File: config.mk
export PLATFORM = sky130hd
export DESIGN_NAME = dispense_sequencer
export DESIGN_NICKNAME = d
export VERILOG_FILES = /design/src/rtl/vending_pkg.sv /design/src/rtl/dispense_sequencer.sv
export SDC_FILE = /design/constraint.sdc
export NUM_CORES = 1
export LEC_CHECK = 0
export BUFFER_PORTS_ARGS = -buffer_cell sky130_fd_sc_hd__buf_4
export CAP_MARGIN = 25
export CORE_AREA = 2 2 57 59
export DETAILED_ROUTE_END_ITERATION = 10
export DIE_AREA = 0 0 59 61
export GPL_ROUTABILITY_DRIVEN = 0
export REMOVE_ABC_BUFFERS = 1
export SETUP_SLACK_MARGIN = 0.3
export SYNTH_ARGS = -nofsm -noshare
export SYNTH_HDL_FRONTEND = slang
export SYNTH_SLANG_ARGS = --single-unit
File: constraint.sdc
create_clock -name Clock -period 3.9 [get_ports Clock]
set_input_delay 0.78 -clock Clock [delete_from_list [all_inputs] [get_ports Clock]]
set_output_delay 0.78 -clock Clock [all_outputs]
set_load 0.005 [all_outputs]
File: src/rtl/vending_pkg.sv
// Shared vending-machine definitions: drink codes, dispense sequencer state
// encoding and small helpers used by the sequencer and the vending top.
package vending_pkg;

  typedef enum logic [1:0] {
    BLACK       = 2'd0,
    CREAM       = 2'd1,
    CREAM_SUGAR = 2'd2,
    ILLEGAL     = 2'd3
  } drink_t;

  typedef enum logic [2:0] {
    ST_IDLE   = 3'd0,
    ST_COFFEE = 3'd1,
    ST_WATER  = 3'd2,
    ST_CREAM  = 3'd3,
    ST_SUGAR  = 3'd4,
    ST_DONE   = 3'd5
  } state_t;

  typedef struct packed {
    logic coffee;
    logic water;
    logic cream;
    logic sugar;
  } valves_t;

  // The timer counts down to zero, so a T-cycle phase loads T-1.
  function automatic logic [3:0] load_count(input int unsigned cycles);
    return 4'(cycles - 1);
  endfunction

  function automatic valves_t valves_for(input state_t s);
    valves_t v;
    v = '0;
    case (s)
      ST_COFFEE: v.coffee = 1'b1;
      ST_WATER:  v.water  = 1'b1;
      ST_CREAM:  v.cream  = 1'b1;
      ST_SUGAR:  v.sugar  = 1'b1;
      default:   v = '0;
    endcase
    return v;
  endfunction

endpackage

File: src/rtl/dispense_sequencer.sv
// Drink dispense sequencer: opens one valve at a time for a fixed number of
// cycles, in the order dictated by the latched drink code.
module dispense_sequencer
  import vending_pkg::*;
#(
  parameter int unsigned T_COFFEE = 4,
  parameter int unsigned T_WATER  = 6,
  parameter int unsigned T_CREAM  = 2,
  parameter int unsigned T_SUGAR  = 2
) (
  input  logic       Clock,
  input  logic       nReset,
  input  logic       Req_Valid,
  input  logic [1:0] Req_Type,
  output logic       Req_Ready,
  input  logic       Abort,
  output logic       Coffee,
  output logic       Water,
  output logic       Cream,
  output logic       Sugar,
  output logic       Done,
  output logic       Err,
  output logic       Aborted,
  output logic [7:0] Served
);

  state_t     state;
  state_t     after_state;
  drink_t     drink;
  valves_t    valves;
  logic [3:0] cnt;
  logic [3:0] after_load;

  assign Req_Ready = (state == ST_IDLE);
  assign Coffee    = valves.coffee;
  assign Water     = valves.water;
  assign Cream     = valves.cream;
  assign Sugar     = valves.sugar;

  // Where the current dispensing phase goes once its timer runs out.
  // NOTE: every always_comb output gets a default first so no latch is inferred.
  always_comb begin
    after_state = ST_DONE;
    case (state)
      ST_COFFEE: after_state = ST_WATER;
      ST_WATER:  after_state = (drink == BLACK) ? ST_DONE : ST_CREAM;
      ST_CREAM:  after_state = (drink == CREAM) ? ST_DONE : ST_SUGAR;
      default:   after_state = ST_DONE;
    endcase
  end

  always_comb begin
    after_load = 4'd0;
    case (after_state)
      ST_WATER: after_load = load_count(T_WATER);
      ST_CREAM: after_load = load_count(T_CREAM);
      ST_SUGAR: after_load = load_count(T_SUGAR);
      default:  after_load = 4'd0;
    endcase
  end

  // NOTE: all state uses non-blocking assignments so every register samples
  // pre-edge values; the async reset clears every flop, there is no memory here.
  always_ff @(posedge Clock or negedge nReset) begin
    if (!nReset) begin
      state   <= ST_IDLE;
      drink   <= BLACK;
      cnt     <= 4'd0;
      valves  <= '0;
      Done    <= 1'b0;
      Err     <= 1'b0;
      Aborted <= 1'b0;
      Served  <= 8'd0;
    end else begin
      Done    <= 1'b0;
      Err     <= 1'b0;
      Aborted <= 1'b0;
      case (state)
        ST_IDLE: begin
          if (Req_Valid && !Abort) begin
            if (drink_t'(Req_Type) == ILLEGAL) begin
              Err <= 1'b1;
            end else begin
              drink  <= drink_t'(Req_Type);
              state  <= ST_COFFEE;
              cnt    <= load_count(T_COFFEE);
              valves <= valves_for(ST_COFFEE);
            end
          end
        end
        ST_COFFEE, ST_WATER, ST_CREAM, ST_SUGAR: begin
          if (Abort) begin
            state   <= ST_IDLE;
            cnt     <= 4'd0;
            valves  <= '0;
            Aborted <= 1'b1;
          end else if (cnt != 4'd0) begin
            cnt <= cnt - 4'd1;
          end else begin
            state  <= after_state;
            cnt    <= after_load;
            valves <= valves_for(after_state);
            if (after_state == ST_DONE) begin
              Done   <= 1'b1;
              Served <= Served + 8'd1;
            end
          end
        end
        ST_DONE: state <= ST_IDLE;
        default: begin
          state  <= ST_IDLE;
          valves <= '0;
        end
      endcase
    end
  end

endmodule
After elaboration in Yosys (flattened, before gate mapping). Cells that the tools add are included. Widths: inputs -> output; s select.

Input bits: 6. Word-level logic and storage cells: 77. Register bits: 24.

Add/subtract/negate cells: 2. Muxes and demuxes: 32. Reductions and logical operators: 13. Bitwise gates (word level): 4. Equality and inequality tests: 15.

Operator list (number): $mux 4 (8); $mux 3 (5); $mux 1 (14); $eq 3x2->1 const B (4); $eq 3x3->1 const B (4); $pmux 3 s2 (2); $pmux 4 s3 (1); $pmux 3 s3 (1); $reduce_and 3->1 (3); $add 8x1->8 const B (1); $pmux 4 s2 (1); $reduce_and 4->1 (2); $eq 3x1->1 const B (2); $not 1->1 (4); $reduce_bool 4->1 (1); $reduce_or 4->1 (1); $sub 4x1->4 const B (1); $logic_not 3->1 (1); $ne 3x3->1 const B (1); $eq 2x1->1 const B (1); $eq 2x2->1 const B (1); $logic_not 2->1 (1); $ne 2x1->1 const B (1); $ne 2x2->1 const B (1); 4 further kinds (4).

Depth between registers and ports, before layout.
Depth after elaboration: 9. Depth in mapped cells: 6. Depth with buffers taken out: 6.

Worst setup path before layout. No wires, ideal clock.

Path kind: in2reg. Start point: in Abort. End point: reg valves, in the netlist Cream. Buffers on the path: 1. Library setup time: 125 ps. Path slack: 1827 ps. Arrival: 1949 ps. Stages: 5. Cells stage by stage: clkbuf_1 nor2_1 nand4_1 o21ai_0 mux2_2.

Longest elaborated chain between the ends: 4. Elaborated cells on any way between the ends: 7. Those cells by class: eq/ne: 2; mux: 2; reduce/logical: 3.

Ends and longest elaborated chain: start, declared (line dispense_sequencer.sv:16) `input logic Abort,`; $logic_not 1->1 (line dispense_sequencer.sv:80) `if (Req_Valid && !Abort) begin`; $logic_and 1x1->1 (line dispense_sequencer.sv:80); $ne 2x1->1 (no line); $reduce_and 4->1 (no line); end signal, assigned (line dispense_sequencer.sv:87) `valves <= valves_for(ST_COFFEE);`; end signal, assigned (line dispense_sequencer.sv:102) `valves <= valves_for(after_state);`; end, declared (line dispense_sequencer.sv:30) `valves_t valves;`.

Parallel ways exist; a longest one is shown, timed or not. A chain may end at the register's enable or synchronous reset.

Worst setup path after layout.
Start point: reg cnt[1]. End point: reg Served[1].

Longest elaborated chain between the ends: 3.

Ends and longest elaborated chain: start, declared (line dispense_sequencer.sv:31) `logic [3:0] cnt;`; start signal, assigned (line dispense_sequencer.sv:86) `cnt <= load_count(T_COFFEE);`; start signal, assigned (line dispense_sequencer.sv:98) `cnt <= cnt - 4'd1;`; start signal, assigned (line dispense_sequencer.sv:101) `cnt <= after_load;`; $reduce_bool 4->1 (line dispense_sequencer.sv:97) `end else if (cnt != 4'd0) begin`; $not 1->1 (no line); $reduce_and 4->1 (no line); end signal, assigned (line dispense_sequencer.sv:105) `Served <= Served + 8'd1;`; end, declared (line dispense_sequencer.sv:24) `output logic [7:0] Served`.

Every way passes these cells.

==> qor.yml <==
outcome: "completed"
core_mm2: 0.002953
power.leakage_nw: 0.6736
post_cts_resize_count: 0
grt_overflow: 0
crit_path_top_delay_cell: "nor3b_1"
die_area_mm2: 0.003599
power_frac_comb: 0.391
start_util: 0.4322
pwr_density_cell_mw_per_mm2: 624.2
timing.fmax_mhz: 420.1
synthFlopType: "dfrtp_1"
yosys.area_share.adder: 0.02941
crit_start: "cnt[1]$_DFFE_PN0P_"
worstPathRequired_ps: 4110
hold_class: "primary input to asynchronous set/reset pin"
synth_mux_area_frac: 0.04412
cts_made_buffers: 3
rr_endpoint: "Served[1]$_DFFE_PN0P_"
fillerInstances: 277
nets: 157
syn_to_final_growth_pct: 17.65
grt_pass1_vias: 941
reg2reg_slack_ps: 1520
synth_top_family_by_area: "simple AND/OR/NAND/NOR gates"
seq_area_um2: 600.6
clk_pin_slew_ps: 140
endpoint: "Served[1]$_DFFE_PN0P_"
tns_ps: 0
avgRoutedWirePerCell_um: 14.12
grt_max_degree: 25
setup_viol: 0
period_minus_slack_ps: 2380
placed_area_mm2: 0.001449
r2r_cells: 6
insertion_delay_ps: 310
yosys_warnings: 0
crit_path_start_kind: "flip-flop"
swShare: 0.3603
die_w_um: 59
finalHoldViolations: 0
vdd_ir_drop_max_mv: 0.2808
clkPwrFrac: 0.190
synth_compound_area_frac: 0.1324
synth_area_mm2: 0.001276
dr.pass1.iters: 4
ios: 22
cts-root-buf: "clkbuf_4"
seqPwrFrac: 0.419
groute.usage.overall: 0.1510
cts_tree: "done"
multiInputGateArea_um2: 604.3
p_int_w: 0.0005995
rr_startpoint: "cnt[1]$_DFFE_PN0P_"
grt_setup_unrepaired: "no"
detail-route-antenna-nets: 0
cp.arrival_ps: 2600
cp_max_fo: 7
dp_slack_ps: 1559
yosysMostFrequentCell: "dfrtp_1"
netlist-cell-type-count: 37
hpwlAfterDp_um: 1838
p_sw_w: 0.0003376
yosys.area_share.simple: 0.2127
grt_antenna_before_repair: 0
yosys.area.top_type_share: 0.4706
drt-initial-drc-count: 44
async_reset_ff_frac: 1.000
slowest_delay_ps: 630
port_buffers: 21
max-cap-violations: 0
worstPathCellList: "inv_1 > ha_1 > nor3b_1 > nor4b_4 > nand2_1 > mux2_2"
rows: 20
critPathKind: "flip-flop to flip-flop"
routed_wl_um: 2542
setup_slack_ps: 1520
crit_cells: 6
fp.dieH_um: 61
synth_top_cell_by_area: "dfrtp_1"
finalCritPeriodShare: 0.6103
clock_sinks: 24
path_delay_family: "simple AND/OR/NAND/NOR gates"
ys_seq_area_frac: 0.4706
worst_pin_slew_ps: 768.1
clockBufferDepth: 2
ys_ff_latch: 24
maxSlewViolCount: 0
synth_edf_count: 0
antenna-diode-count: 0
fin_skew_ps: 8.300
holdBufCountCts: 0
yosys-top-cells-count: "24 x dfrtp_1, 10 x inv_1, 8 x nand3_1, 8 x nor2_1, 8 x o21ai_0"
final_util: 0.5085
via_per_inst: 5.622
critPathCaptureType: "flip-flop"
htree_levels: 1
vias: 1012
grt_pass1_wl_um: 4202
cts_setup_buffers: 0
drive_gt1_frac: 0.2449
final_area_mm2: 0.001501
relSlewSlack: 0.4868
synth_cells: 126
netlist_top_cells_area: "dfrtp_1 47%, xnor2_1 4.8%, mux2_2 4.4%, nand3_1 3.1%, o21ai_0 3.1%"
post-route-drc-count: 0
synthXorXnorAreaFrac: 0.05490
crit_buf_inv: 1
avgSynthCellArea_um2: 10.13
[worst min path at each step]
stage	startpoint	to	slack [ps]	cells past startpoint
after global routing	nReset	Served[7]$_DFFE_PN0P_	330	1
after detailed placement	Served[7]$_DFFE_PN0P_	Served[7]$_DFFE_PN0P_	470	1
final	nReset	Err$_DFF_PN0_	340	1
after global placement	Served[7]$_DFFE_PN0P_	Served[7]$_DFFE_PN0P_	470	1
after floorplan	cnt[3]$_DFFE_PN0P_	cnt[3]$_DFFE_PN0P_	440	1
after CTS	nReset	cnt[3]$_DFFE_PN0P_	340	1
[layer usage]
metal	track usage	wire (um)
met2	0.2429	1135
met5	0	0
met3	0.01919	126
met1	0.2072	1249
met4	0.06169	30
[through the flow]
step / instances / power, W / hold slack, ps
global route: 180 / 0.001014 / 333.5
global placement: 176 / 0.0007602 / 465.1
CTS: 180 / 0.0009463 / 339.4
floorplan: 121 / 0.0006184 / 445.0
detailed placement: 176 / 0.0007634 / 472.9
finish: 180 / 0.0009371 / 338.6
[final cells by class]
type | count | area share
Multi-Input combinational cell | 87 | 0.4025
Sequential cell | 24 | 0.4000
Timing Repair Buffer | 22 | 0.1100
Tap cell | 33 | 0.02750
Inverter | 10 | 0.02500
Clock inverter | 1 | 0.02000
Clock buffer | 3 | 0.01500
[flip-flops by register name, indices dropped and copies added (netlist names)]
register  cells
Cream         1
Sugar         1
Aborted       1
cnt           4
Done          1
Err           1
Coffee        1
Water         1
state         3
drink         2
Served        8
[kinds of logic (layout without fill, tap and decap cells)]
logic type	after synthesis	count (layout)
XOR/XNOR	8	8
AND/OR/NAND/NOR	46	46
flip-flops	24	24
multiplexers	5	5
AO/OA/AOI/OAI	25	25
buffers and inverters	15	36
adder cells (fa/ha/maj)	3	3
[power by group through the flow]
stage / Clock, W / Combinational (W) / Sequential, W
global route: 0.000195 / 0.000412 / 0.000407
finish: 0.000178 / 0.000367 / 0.000393
floorplan: 0 / 0.000236 / 0.000383
CTS: 0.000186 / 0.000368 / 0.000392
detailed placement: 0 / 0.000366 / 0.000397
global placement: 0 / 0.000366 / 0.000394
[layout by cell type (no fill, tap or decap), drive strengths merged, types with 4 or more instances in the layout]
cell type	netlist	layout
inv	10	10
nand2	6	6
dfrtp	24	24
o21ai	9	9
xnor2	7	7
nand3	8	8
nor2	8	8
mux2	5	5
buf	2	22
nor3	4	4
(Power assumes the default switching activity.)
